`src/rtl/mips_pkg.sv`:
```
// Shared definitions for the MIPS front end: jump opcodes, NOP word and fetch FSM states.
package mips_pkg;

   localparam logic [5:0]  OP_J   = 6'b000010;
   localparam logic [5:0]  OP_JAL = 6'b000011;
   localparam logic [31:0] NOP    = 32'h0000_0000;

   typedef enum logic [1:0] {
      BOOT,
      RUN,
      HOLD
   } fetch_state_e;

   // True for the unconditional J/JAL opcodes that fetch resolves on its own.
   function automatic logic is_jump(input logic [5:0] op);
      return (op == OP_J) || (op == OP_JAL);
   endfunction

endpackage

```
`src/rtl/fetch_next_pc.sv`:
```
// Next-PC selection for instruction fetch: redirect > stall > J/JAL > sequential.
module fetch_next_pc
   import mips_pkg::*;
(
   input  logic [31:0] pc_i,
   input  logic [31:0] inst_i,
   input  logic        br_taken_i,
   input  logic [31:0] br_target_i,
   input  logic        stall_i,
   output logic [31:0] next_pc_o,
   output logic        latch_en_o
);

   logic [31:0] pc_plus4;
   logic        unused_br_lsbs;

   // Wraps naturally at 32 bits; the jump region bits come from here, not from pc.
   assign pc_plus4       = pc_i + 32'd4;
   assign unused_br_lsbs = ^br_target_i[1:0];

   // Priority select of the next fetch address and whether IF/ID captures the current word.
   always_comb begin
      next_pc_o  = pc_plus4;
      latch_en_o = 1'b0;
      if (br_taken_i) begin
         next_pc_o = {br_target_i[31:2], 2'b00};
      end else if (stall_i) begin
         next_pc_o = pc_i;
      end else if (is_jump(inst_i[31:26])) begin
         next_pc_o  = {pc_plus4[31:28], inst_i[25:0], 2'b00};
         latch_en_o = 1'b1;
      end else begin
         latch_en_o = 1'b1;
      end
   end

endmodule

```
`src/rtl/inst_fetch.sv`:
```
// Instruction-fetch front end: owns the PC, drives the combinational instruction memory and
// captures each returned word into the IF/ID register. J/JAL redirect with no bubble; a
// downstream branch redirect costs exactly one bubble.
module inst_fetch
   import mips_pkg::*;
#(
   parameter logic [31:0] RESET_PC = 32'h0000_0000
) (
   input  logic        clk,
   input  logic        rst,
   output logic [31:0] Address,
   input  logic [31:0] inst,
   input  logic        stall,
   input  logic        br_taken,
   input  logic [31:0] br_target,
   output logic [31:0] if_inst,
   output logic [31:0] if_pc,
   output logic        if_valid,
   output logic [31:0] link_addr
);

   fetch_state_e state_q;
   logic [31:0]  pc_q;
   logic [31:0]  if_inst_q;
   logic [31:0]  if_pc_q;
   logic         if_valid_q;
   logic [31:0]  next_pc;
   logic         latch_en;

   fetch_next_pc u_next_pc (
      .pc_i        (pc_q),
      .inst_i      (inst),
      .br_taken_i  (br_taken),
      .br_target_i (br_target),
      .stall_i     (stall),
      .next_pc_o   (next_pc),
      .latch_en_o  (latch_en)
   );

   // Fetch FSM, PC and IF/ID register; every field returns to its reset value asynchronously.
   always_ff @(posedge clk or posedge rst) begin
      if (rst) begin
         state_q    <= BOOT;
         pc_q       <= RESET_PC;
         if_inst_q  <= NOP;
         if_pc_q    <= RESET_PC;
         if_valid_q <= 1'b0;
      end else begin
         pc_q <= next_pc;
         if (br_taken) begin
            // Word at the current pc is wrong-path; leave a bubble behind it.
            if_valid_q <= 1'b0;
         end else if (latch_en) begin
            if_inst_q  <= inst;
            if_pc_q    <= pc_q;
            if_valid_q <= 1'b1;
         end
         // A redirect overrides stall, so it always lands in RUN.
         unique case (state_q)
            BOOT:    state_q <= (stall && !br_taken) ? HOLD : RUN;
            RUN:     state_q <= (stall && !br_taken) ? HOLD : RUN;
            HOLD:    state_q <= (stall && !br_taken) ? HOLD : RUN;
            default: state_q <= RUN;
         endcase
      end
   end

   assign Address   = pc_q;
   assign if_inst   = if_inst_q;
   assign if_pc     = if_pc_q;
   assign if_valid  = if_valid_q;
   assign link_addr = if_pc_q + 32'd4;

endmodule

```
`config.mk`:
```
export PLATFORM = sky130hd
export DESIGN_NAME = inst_fetch
export DESIGN_NICKNAME = d
export VERILOG_FILES = /design/src/rtl/mips_pkg.sv /design/src/rtl/fetch_next_pc.sv /design/src/rtl/inst_fetch.sv
export SDC_FILE = /design/constraint.sdc
export NUM_CORES = 1
export LEC_CHECK = 0
export CORE_ASPECT_RATIO = 0.75
export CORE_UTILIZATION = 25
export CTS_CLUSTER_SIZE = 20
export DETAILED_ROUTE_END_ITERATION = 8
export HOLD_SLACK_MARGIN = 0.03
export PLACE_DENSITY = 0.56
export SYNTH_ARGS = -nofsm -noshare
export SYNTH_HDL_FRONTEND = slang
export SYNTH_SLANG_ARGS = --single-unit
```
`constraint.sdc`:
```
create_clock -name clk -period 3.7 [get_ports clk]
set_clock_uncertainty 0.1 [all_clocks]
set_input_delay 0.555 -clock clk [delete_from_list [all_inputs] [get_ports clk]]
set_output_delay 0.555 -clock clk [all_outputs]
set_load 0.01 [all_outputs]
```
### Word level (Yosys, flattened, before mapping)

Index checks and enable logic that the tools add are counted.

* register bits after elaboration: 97
* word-level logic and storage cells: 20
* input bits: 68
* output and inout port bits: 129

* $add $sub $neg: 2
* reductions and logical operators: 3
* bitwise logic cells: 1
* equal/unequal tests: 3
* muxes and demuxes: 7

Operator list (count)
* adder 32 x 3 -> 32 bit (second input constant): 2
* two-way mux 32 bit: 2
* two-way mux 28 bit: 1
* == test 6 x 2 -> 1 bit (second input constant): 2
* two-way mux 1 bit: 4
* != test 2 x 1 -> 1 bit (second input constant): 1
* AND reduction 2 bit: 1
* nonzero test 2 bit: 1
* logical OR 1 bit: 1
* NOT 1 bit: 1

### Logic depth before layout (Yosys ltp)

Gate-level depths: netlist of the first run.

* depth in word-level cells: 5
* depth in mapped cells: 6
* gate-level depth less buffers: 6

### Cells and area by module

A second synthesis of the first run with hierarchy kept.

* cell total of the unflattened synthesis: 531
* area, all modules: 5445.2 um^2

By module, submodules not included
* inst_fetch: cells an instance 258, instances 1, sequential area each 2427.3 um^2, area each 3774.9 um^2
* fetch_next_pc: cells an instance 273, instances 1, sequential area each 0.0 um^2, area each 1670.4 um^2

### Worst setup path before layout of the first run

OpenSTA, ideal clock, no wires.

* kind: register to output
* start point: register if_pc_q[2], in the netlist if_pc[2]
* end point: output port link_addr[30]
* path buffers: 0
* arrival time: 1617 ps
* data required time: 3045 ps
* stages on the path, launching flop included: 7
* setup slack: 1428 ps
* path through: dfrtp_1 -> ha_1 -> nand3_1 -> nor4_4 -> nand3_1 -> nor2_1 -> xor2_1

* longest elaborated chain between the ends: 1

Ends and longest elaborated chain
* start, declared: RTL line inst_fetch.sv:25 `logic [31:0] if_pc_q;`
* start signal, assigned: RTL line inst_fetch.sv:55 `if_pc_q <= pc_q;`
* adder 32 x 3 -> 32 bit: RTL line inst_fetch.sv:72 `assign link_addr = if_pc_q + 32'd4;`
* end, declared: RTL line inst_fetch.sv:19 `output logic [31:0] link_addr`

Every way passes these cells.

### Final worst setup path of the first run

Ends and elaborated chain as after synthesis.

==> run metrics, run 1 <==
R2R Setup Slk=1430 ps; top-count cell post-synth=dfrtp_1; r2r endpoint=Address[22]; fin crit share=90.02%; worst skew pair latency=340 ps; initial antenna violation count=0; Post-Synth Adder-Cell Area=0.4856%; WP data required=3040 ps; PD cells=438.1 nW/um^2; Netlist cell types=45; DR vias=4557; clock buffer depth=2; dpl cells=923; Fmax=0.3002 GHz; filler instances=1985; final count of hold timing violations=0; first-pass GRT wire length=26850 um; H-tree depth=3; final non-filler cell total=939; WL/cell=18.02 um; FF-to-FF Start=Address[2]; Clock Sink Count=93; Internal=2.300 mW; critical path endpoint category=primary output; Fin Hold WS=406.7 ps; largest family of logic cells by synthesized area=simple AND/OR/NAND/NOR gates; Hold WC Path Type=register to register; post-layout util=37.37%; simple-gate area share of the yosys netlist=19.33%; RSZ-0062 raised after global routing=no; Final Wtd Congestion=0.7517; Yosys top cell area share=45.16%; CTS tree=done; Post-synth top flop=dfrtp_1; status=complete, no violations; setup bufs post-CTS=0; Switching Share=30.50%; final net count=746; Ports=197; syn_area_per_cell=10.27 um^2; number of port buffers=188; Worst Hold End=if_inst[23]; Clk pin slew, worst setup/hold paths=60 ps; HP Start=if_inst[23]; normalized max-slew margin=55.26%; clock share of power=27.5%; largest cells by area after synthesis=dfrtp_1 (45%), mux2_2 (13%), xnor2_1 (5.6%), nand2_1 (4.1%), xor2_1 (2.9%); CORE AREA=20210 um^2; CP Launch Point=if_pc[2]; Final WS setup=369.3 ps; Final Max Tran Viols=0; post-synthesis sequential area ratio=45.16%; Post-synth EDFFs=0; Reg power frac=42.0%; pre-CTS WS=734.0 ps; mux contribution to synthesized area=13.72%; layout cells sized above 1=14.56%; Inserted Clock Buffers=9; 1st-iter DRT viols=238; Synth Area in XOR/XNOR=8.497%; post-synthesis compound-gate area fraction=8.546%; Worst Max-Slew Pin Slew=669.5 ps; Pre-antenna DRT Iters=5; max_cap viols=0; Worst Hold Depth=1; largest net degree at the start of global routing=94; Initial Util=25.50%; antenna viol nets, final=0; die area=21200 um^2; vias in the first global route=4610; setup_tns=0 ps; Mapped Cells=502; startpoint types=register; Ys Warns=0; VDD IR-drop max=0.2451 mV; DIE HEIGHT=126.3 um; post-route minimum period=3331 ps; Async SR Flop Fraction=100.0%; synth cell count leaders=dfrtp_1 (93), mux2_2 (61), nand2_1 (56); FP Rows=45; Comb power frac=30.5%; number of synthesized register bits=93; DR vias/cell=4.853; Die Wd=167.8 um; Routed Wire Length=16920 um; DRC=0; Post-CTS Hold Buffers=0; Root Buffer Master=clkbuf_16; Area Growth Syn to Fin=46.56%; worst endpoint data arrival time=2680 ps; Syn Std Cell Area=5154 um^2; CP Max Fanout=7; HPWL after DPL=12400 um; grt total ovfl=0; Final setup viols=0; Psw=1.009 mW; Setup Crit Path Kind=register to primary output; overall global routing resource usage=16.42%; area leader, netlist=dfrtp_1; Leak Pwr=2.866 nW; # resized after CTS=0; r2r worst-path depth=6
==> metal layers <==
| metal | up-vias | share of wire, % | track usage, % |
|---|---|---|---|
| met5 | - | 0 | 0 |
| met4 | 0 | 0.80 | 3.832 |
| met3 | 11 | 5.9 | 3.869 |
| met2 | 165 | 43 | 24.66 |
| met1 | 2252 | 50 | 23.72 |
| li1 | 2129 | - | - |
==> kinds of logic after synthesis <==
logic type	Yosys count
DFF	93
and+or+nand+nor	173
other	1
adders and majority gates	2
buffers and inverters	47
muxes	63
AOI/OAI and AO/OA	73
xor gates and xnor gates	50
==> registers in the layout (all words and copies together), names as in the netlist <==
register and cells:
if_inst 32, Address 30, if_pc 30, if_valid 1
==> cell usage in the layout (no fill, tap or decap), types with 3 or more instances in the layout <==
cell,n
nand4_1,17
nor2_1,28
clkbuf_1,4
nand3_2,3
xnor2_1,33
nor3b_1,15
o21ai_0,23
dfrtp_1,93
nand3_1,19
nand4_2,3
nor3_1,8
conb_1,6
and4_1,5
mux2_2,61
clkbuf_16,9
a21oi_1,26
nand2_1,56
nor4_4,4
inv_1,9
o221ai_1,15
xor2_1,17
buf_4,5
clkdlybuf4s50_1,186
==> power by group through the flow <==
stage / clock, mW / combinational, mW / sequential [mW]
after detailed placement: 0 / 1.02 / 1.41
after global routing: 0.976 / 1.08 / 1.42
after floorplan: 0 / 0.378 / 1.40
after CTS: 0.941 / 1.02 / 1.39
after global placement: 0 / 1.01 / 1.40
final: 0.909 / 1.01 / 1.39
==> critical path, cell delays in order, from the launching register on <==
cell,delay [ps]
dfrtp_1,440
ha_1,220
nand3_1,210
nor4_4,410
nand3_1,180
nor2_1,140
xor2_1,180
clkdlybuf4s50_1,560
==> cell type report <==
type                    instances  area, um^2  area share [%]
clock inverters                 2       35.03          0.4638
repair buffers                195        1949           25.81
diodes                          1       2.502         0.03313
inverters                      10       40.04          0.5301
well taps                     258       322.8           4.274
multi-input cells             367        2636           34.90
flip-flops and latches         93        2327           30.81
clock buffers                  13       240.2           3.180
==> worst max-delay path by stage <==
| stage | end | cells past startpoint |
|---|---|---|
| finish | link_addr[30] | 7 |
| global route | link_addr[30] | 7 |
| CTS | link_addr[30] | 7 |
| detailed placement | link_addr[30] | 7 |
| global placement | link_addr[30] | 7 |
| floorplan | Address[10] | 1 |
==> metrics by stage <==
stage	cell area [um^2]	power, mW
2_1_floorplan	5172	1.779
3_3_place_gp	7276	2.405
3_5_place_dp	7276	2.429
4_1_cts	7551	3.354
5_1_grt	7551	3.481
6_report	7553	3.309
No activity file was read; power rests on OpenSTA's default activity.
==> run 2, diff against run 1 <==
==> constraint.sdc (replaced) <==
create_clock -name clk -period 3.65 [get_ports clk]
set_clock_uncertainty 0.1 [all_clocks]
set_input_delay 0.5475 -clock clk [delete_from_list [all_inputs] [get_ports clk]]
set_output_delay 0.5475 -clock clk [all_outputs]
set_load 0.01 [all_outputs]
==> run 2 against run 1 <==
Via count fell by 1.8%. Combinational power about the same. Hold slack better by 2.8 ps. Core utilization is 0.080 points lower.
==> run metrics, run 2 (synthesis results as in run 1) <==
final count of hold timing violations=0 (unchanged); PD cells=439.3 nW/um^2 (+0.29%); r2r endpoint=Address[22]; Root Buffer Master=clkbuf_16; max_cap viols=0 (unchanged); Fmax=0.3071 GHz; WP data required=3000 ps (-40 ps); Final Max Tran Viols=0 (unchanged); CP Max Fanout=7 (unchanged); HPWL after DPL=12500 um (+0.80%); Initial Util=25.50% (unchanged); Die Wd=167.8 um (unchanged); first-pass GRT wire length=26070 um (-2.9%); # resized after CTS=0 (unchanged); Worst Hold End=if_inst[29]; largest net degree at the start of global routing=60 (-36%); 1st-iter DRT viols=244 (+2.5%); Worst Max-Slew Pin Slew=665.9 ps (-3.618 ps); worst endpoint data arrival time=2610 ps (-70 ps); vias in the first global route=4390 (-4.8%); Antenna Cells=0 (-1); final net count=748 (+0.27%); CORE AREA=20210 um^2 (unchanged); Clock Sink Count=93 (unchanged); filler instances=2010 (+1.3%); critical path endpoint category=primary output; Setup Crit Path Kind=register to primary output; DR vias/cell=4.756 (-2.0%); FP Rows=45 (unchanged); FF-to-FF Start=Address[3]; r2r worst-path depth=6 (unchanged); DRC=0 (unchanged); Post-CTS Hold Buffers=0 (unchanged); R2R Setup Slk=1390 ps (-40 ps); clock buffer depth=2 (unchanged); antenna viol nets, final=0 (unchanged); startpoint types=register; HP Start=if_inst[29]; most frequent cells in the layout=clkdlybuf4s50_1 (186), dfrtp_1 (93), mux2_2 (61); fin crit share=89.21%; Pre-antenna DRT Iters=5 (unchanged); Worst Hold Depth=1 (unchanged); Fin Hold WS=409.6 ps (+2.840 ps); commonest non-fill, non-tap cell in the layout=clkdlybuf4s50_1; DR vias=4475 (-1.8%); initial antenna violation count=0 (unchanged); CP Launch Point=if_pc[9]; grt total ovfl=0 (unchanged); die area=21200 um^2 (unchanged); DIE HEIGHT=126.3 um (unchanged); Routed Wire Length=16660 um (-1.5%); Final setup viols=0 (unchanged); Ports=197 (unchanged); Hold WC Path Type=register to register; worst skew pair latency=350 ps (about the same); Leak Pwr=2.864 nW (about the same); Inserted Clock Buffers=9 (unchanged); RSZ-0062 raised after global routing=no; Area Growth Syn to Fin=46.25%; number of port buffers=188 (unchanged); max reg flops=32 (unchanged); setup_tns=0 ps (unchanged); setup bufs post-CTS=0 (unchanged); H-tree depth=3 (unchanged); CTS tree=done; Clk pin slew, worst setup/hold paths=60 ps (about the same); post-route minimum period=3256 ps; overall global routing resource usage=16.01% (-0.41 points); VDD IR-drop max=0.2060 mV (-16%); WL/cell=17.71 um (-1.7%); Final Wtd Congestion=0.7643 (+1.7%); layout cells sized above 1=15.08% (+0.52 points); normalized max-slew margin=55.61% (+0.35 points); status=complete, no violations
-- run 2: changes by cell type in the layout (fill, tap and decap cells not counted) --
cell,change
bufinv_16,-1
clkinvlp_4,+1
diode_2,-1
clkinv_4,+1
clkbuf_8,+1
clkbuf_1,-1
buf_4,+4
buf_12,-2
-- run 2: final cells by class --
cell class / count / area, um^2 / area share, %
timing repair buffer: 197 / 1939 / 25.73
inverter: 10 / 40.04 / 0.5312
clock buffer: 13 / 250.2 / 3.320
sequential: 93 / 2327 / 30.88
multi-input combinational: 367 / 2636 / 34.98
clock inverter: 3 / 21.27 / 0.2822
tap: 258 / 322.8 / 4.283
-- run 2: worst max-delay path by stage --
stage,end,cells after the start
final,link_addr[29],6
after detailed placement,link_addr[31],6
after global routing,link_addr[31],6
after CTS,link_addr[31],6
after floorplan,Address[10],1
after global placement,link_addr[30],7
-- run 2: metrics by stage --
stage	setup slack, ps	instance area [um^2]	util [%]	total power [mW]	cells
2_1_floorplan	582.2	5172	-	1.804	507
5_1_grt	198.5	7537	37.29	3.494	941
3_5_place_dp	748.1	7266	35.95	2.456	925
3_3_place_gp	746.9	7266	35.95	2.436	925
6_report	393.9	7537	37.29	3.311	941
4_1_cts	363.1	7537	37.29	3.366	941
-- run 2: worst max-delay path, cell delays in order, from the launching register on --
cell,delay (ps)
dfrtp_1,500
nand4_2,240
nor4_4,430
nand3_2,200
nor3_2,170
xor2_1,170
clkdlybuf4s50_1,550
-- run 2: power by group --
| group | switching, mW | leakage (nW) | internal (mW) |
|---|---|---|---|
| clock | 0.405 | 0.130 | 0.482 |
| sequential | 0.229 | 1.12 | 1.18 |
| combinational | 0.395 | 1.61 | 0.619 |
-- run 2: per-layer routing --
layer	global-route usage, %	part of all wire [%]	vias to the layer above
met5	0	0	-
met4	3.670	1.0	0
met3	4.056	6.2	13
met2	23.70	43	150
met1	23.25	49	2180
li1	-	-	2132
==> run 3, diff against run 2 <==
--- a/config.mk
+++ b/config.mk
@@ -7,6 +7,7 @@
 export LEC_CHECK = 0
 export CORE_ASPECT_RATIO = 0.75
 export CORE_UTILIZATION = 25
+export CTS_CLUSTER_DIAMETER = 30
 export CTS_CLUSTER_SIZE = 20
 export DETAILED_ROUTE_END_ITERATION = 8
 export HOLD_SLACK_MARGIN = 0.03
==> results of run 3 <==
No change in the layout: final DEF, timing and power equal those of run 2.
